[config.mk]
export PLATFORM = sky130hd
export DESIGN_NAME = pipe_fwd_hazard_unit
export DESIGN_NICKNAME = d
export VERILOG_FILES = /design/src/rtl/pipe_fwd_hazard_unit.sv
export SDC_FILE = /design/constraint.sdc
export NUM_CORES = 1
export LEC_CHECK = 0
export ABC_AREA = 1
export BUFFER_PORTS_ARGS = -buffer_cell sky130_fd_sc_hd__buf_2
export CAP_MARGIN = 20
export CORE_UTILIZATION = 41
export DETAILED_ROUTE_END_ITERATION = 10
export PLACE_DENSITY = 0.7
export SLEW_MARGIN = 10
export SYNTH_ARGS = -nofsm -noshare
export SYNTH_HDL_FRONTEND = slang
export SYNTH_SLANG_ARGS = --single-unit
export TNS_END_PERCENT = 100
[constraint.sdc]
create_clock -name clock -period 1.2 [get_ports clock]
set_input_delay 0.06 -clock clock [delete_from_list [all_inputs] [get_ports clock]]
set_output_delay 0.06 -clock clock [all_outputs]
set_load 0.005 [all_outputs]
[src/rtl/pipe_fwd_hazard_unit.sv]
// pipe_fwd_hazard_unit: operand forwarding select and load-use interlock for the ID stage.
//  Keeps a shadow pipeline of destination tags for stages 1..DEPTH after ID (1=EXE)
//  and, per ID source operand, selects the youngest in-flight producer.
//  Ports:
//   clock, resetn         rising-edge clock, asynchronous active-low reset
//   id_valid              ID holds a real instruction
//   id_src, id_src_used   source register numbers (src i at [i*RA_W +: RA_W]) and read flags
//   id_dst, id_wreg       destination register and register-write flag of the ID instruction
//   id_m2reg              ID instruction is a load
//   flush                 kill the ID instruction; outranks stall
//   fwd_sel               per src: 0 = regfile, k = forward from stage k
//   fwd_mem               per src: take stage-k memory data instead of the ALU result
//   stall                 hold PC and IF/ID, bubble into EXE
//  Optional: define PIPE_FWD_PERF_EN to add perf_stall_cnt / perf_fwd_cnt counters.
module pipe_fwd_hazard_unit #(
  parameter int NUM_SRC  = 2,
  parameter int DEPTH    = 3,
  parameter int LOAD_LAT = 1,
  parameter int RA_W     = 5,
  localparam int SEL_W   = $clog2(DEPTH + 1)
) (
  input  logic                     clock,
  input  logic                     resetn,
  input  logic                     id_valid,
  input  logic [NUM_SRC*RA_W-1:0]  id_src,
  input  logic [NUM_SRC-1:0]       id_src_used,
  input  logic [RA_W-1:0]          id_dst,
  input  logic                     id_wreg,
  input  logic                     id_m2reg,
  input  logic                     flush,
  output logic [NUM_SRC*SEL_W-1:0] fwd_sel,
  output logic [NUM_SRC-1:0]       fwd_mem,
  output logic                     stall
`ifdef PIPE_FWD_PERF_EN
  ,
  output logic [31:0]              perf_stall_cnt,
  output logic [31:0]              perf_fwd_cnt
`endif
);
  logic [DEPTH:1] v, wreg, load;
  logic [RA_W-1:0] dst [1:DEPTH];
  logic [NUM_SRC-1:0] not_ready;
  logic advance;
  assign advance = id_valid & ~stall & ~flush;
  // Bubbles only clear v; the other fields are don't-care while v=0.
  always_ff @(posedge clock or negedge resetn) begin
    if (!resetn) begin
      v    <= '0;
      wreg <= '0;
      load <= '0;
      for (int k = 1; k <= DEPTH; k++) dst[k] <= '0;
    end else begin
      v    <= {v[DEPTH-1:1], advance};
      wreg <= {wreg[DEPTH-1:1], id_wreg};
      load <= {load[DEPTH-1:1], id_m2reg};
      dst[1] <= id_dst;
      for (int k = 2; k <= DEPTH; k++) dst[k] <= dst[k-1];
    end
  end
  // Scan oldest to youngest so the youngest match overwrites everything older.
  always_comb begin
    fwd_sel   = '0;
    fwd_mem   = '0;
    not_ready = '0;
    for (int i = 0; i < NUM_SRC; i++) begin
      for (int k = DEPTH; k >= 1; k--) begin
        if (id_src_used[i] && v[k] && wreg[k] && dst[k] != '0 && dst[k] == id_src[i*RA_W +: RA_W]) begin
          not_ready[i]              = load[k] && k <= LOAD_LAT;
          fwd_sel[i*SEL_W +: SEL_W] = not_ready[i] ? '0 : SEL_W'(k);
          fwd_mem[i]                = load[k] && k > LOAD_LAT;
        end
      end
    end
  end
  assign stall = id_valid & ~flush & |not_ready;
`ifdef PIPE_FWD_PERF_EN
  always_ff @(posedge clock or negedge resetn) begin
    if (!resetn) begin
      perf_stall_cnt <= '0;
      perf_fwd_cnt   <= '0;
    end else begin
      if (stall) perf_stall_cnt <= perf_stall_cnt + 32'd1;
      if (advance && |fwd_sel) perf_fwd_cnt <= perf_fwd_cnt + 32'd1;
    end
  end
`endif
endmodule

==> results.toml <==
[outcome]
status = "finished with violations"
violations = "negative setup slack"

[sta]
skew_ns = 0.00199
whs_ns = 0.245
hold_viol = 0
fin_crit_sh_pct = 141
fmax_mhz = 589
final_max_slew_viol_count = 0
maxSlewHeadroom_pct = 65.1
setup_viol = 8
fin_ws_ns = -0.498
tightest_slew_ns = 0.524
rsz0062_at_grt = "true"
finalCriticalPeriod_ns = 1.70

[setup_path]
crit_cells = 6
critPathTopFamily = "simple AND/OR/NAND/NOR gates"
reg2reg_depth = 6
cp_cell_sequence = "nand2_1 -> nand4_1 -> nor2_2 -> nand3_2 -> a21boi_1 -> buf_2"
path_class = "flop to output pin"
critPathMaxStageDelay_ns = 0.47
end_kind = "output pin"
cp.required_ns = 1.14
crit_slowest_cell = "dfrtp_2"
critPathArrivalTime_ns = 1.64
cp-start-kind = "flop"
crit_fanout = 5
rrSetupSlack_ns = -0.07
critical_path_buf_inv_count = 1

[cts]
cts_buffers = 3
post-cts-setup-buffer-count = 0
clk_pin_slew_ns = 0.13
cts_buffer_depth = 2
cts_max_level = 1
cts.sinks = 24
cts-root-buf = "clkbuf_4"
cts_tree = "yes"
clk_latency_ns = 0.31

[floorplan]
die_h_microns = 58.5
die_x_microns = 58.5
coreArea_sq_mm = 0.00305
dieArea_sq_mm = 0.00342
start_util_pct = 42.9
ioPinCount = 30
placementRows = 20

[drt]
drt-vias-per-instance = 4.59
wl_microns = 2860
drc_errors = 0
first_pass_iters = 4
vias = 1188
ant_nets = 0
drt_iter0_drc = 45
wire_per_inst_microns = 11.0

[global_routing]
grt_max_degree = 25
grt_pass1_vias = 1100
antenna_found_initial = 0
overflow = 0
grt_pass1_wl_microns = 4640
grt_usage_pct = 18.3

[worst_hold_path]
min_path_type = "primary input to asynchronous set/reset pin"

[layout]
n_fill_cell = 296
finish.utilization_pct = 56.4
diodes = 0
seq_area_sq_um = 603
finalNonFillerCells = 259
drive_gt1_share_pct = 32.1
design.final.nets = 239
multi_input_area_sq_um = 679
area_growth_pct = 31.5

[placement]
gp_congestion = 0.828
port_buffers = 29
place_inst = 245
hpwl_microns = 2100

[synth]
netlist_area_sq_mm = 0.00131
synth_seq_area_share_pct = 45.9
postSynthCellCount = 172
ys_types = 18
synth_warnings = 0
ys_seq_elements = 24
synth_area_per_cell_sq_um = 7.61
syn_nets = 195

[run]
maxCapViolCount = 0

[power_and_ir_drop]
power_density_mw_per_mm2 = 1020
leakage_uw = 0.000844
ir_drop_mv = 0.700
## Yosys cell counts
library cell	n	area, sq um
nand2_1	57	214
nor2_1	26	97.6
dfrtp_1	24	601
inv_1	20	75.1
xnor2_1	18	158
nand3_1	6	30.0
nand4_1	4	25.0
a21oi_1	3	15.0
inv_2	3	11.3
a21oi_2	2	17.5
nor3_1	2	10.0
a21boi_1	1	7.51
nand2_2	1	6.26
nand3_2	1	10.0
nand3b_1	1	7.51
nor2_2	1	6.26
nor2_4	1	11.3
or2_0	1	6.26
## cell usage in the layout, fill, tap and decap left out
cell type,count
nand3b_1,1
or2_0,1
a21oi_1,1
nand2_1,54
nor2_2,14
dlygate4sd3_1,10
a21oi_2,4
nand3_2,3
dfrtp_1,22
clkbuf_4,3
a21boi_1,1
nor2_4,1
inv_1,15
nand2_2,4
bufinv_16,1
xnor2_1,18
buf_2,29
inv_2,8
nor2_1,13
dfrtp_2,2
nor3_1,2
nand4_1,4
nand3_1,4
## worst register-to-register path: stages (launching register included)
cell and delay [ns]:
dfrtp_2 0.47, nand2_1 0.08, nand4_1 0.16, nor2_2 0.21, nand3_2 0.13, nand2_1 0.11
nor2_2 0.04
## path summary, 6_finish.rpt
check                      startpoint         end
max                           dst[11]  fwd_sel[0]
max reg2reg                   dst[11]        v[1]
max in group asynchronous      resetn     dst[11]
min                            resetn      dst[4]
min reg2reg                   wreg[1]     wreg[2]
min in group clock          id_src[3]        v[1]
## where the power goes
group	internal [uW]	switching, uW
clock	338	245
sequential	850	42.8
combinational	128	146
## per-stage QoR
step | setup TNS, ns | cell area (sq um) | worst slack (ns) | total power (uW)
floorplan | 0 | 1310 | 0.116 | 1040
global placement | -0.757 | 1510 | -0.145 | 1140
detailed placement | -0.985 | 1510 | -0.189 | 1140
CTS | -3.18 | 1680 | -0.472 | 1750
global route | -4.33 | 1720 | -0.616 | 1840
finish | -3.40 | 1720 | -0.498 | 1750
## flip-flops by register name, indices dropped and copies added (netlist names)
name	flops
v	3
wreg	3
dst	15
load	3
## cell families after synthesis
family / synth area share [%]
AO/OA/AOI/OAI: 3.06
XOR/XNOR: 12.0
buffers and inverters: 6.60
flip-flops: 45.9
AND/OR/NAND/NOR: 32.4
## per-layer routing
metal	share of wire (%)	up-vias	wire length, microns	global-route usage (%)
li1	-	603	-	-
met1	46	552	1330	25.7
met2	50	31	1420	30.2
met3	2.9	2	84	1.32
met4	0.81	0	23	6.12
met5	0	-	0	0
## final cells by class
class	count	area share [%]
clock buffers	3	1.31
multi-input cells	125	39.5
repair buffers	39	14.2
well taps	44	3.20
inverters	23	5.01
clock inverters	1	1.74
flip-flops and latches	24	35.0
## what timing repair did
| item | 4_1_cts | 5_1_grt |
|---|---|---|
| pin swaps | 6 | 14 |
| endpoints found under the hold margin | 32 | 0 |
| gates resized for setup | 10 | 17 |
| cloned | 0 | 0 |
| setup endpoints to repair | 8 | 8 |
| hold buffers | 10 | 0 |
Note: power is estimated with default switching activity, not from simulation.
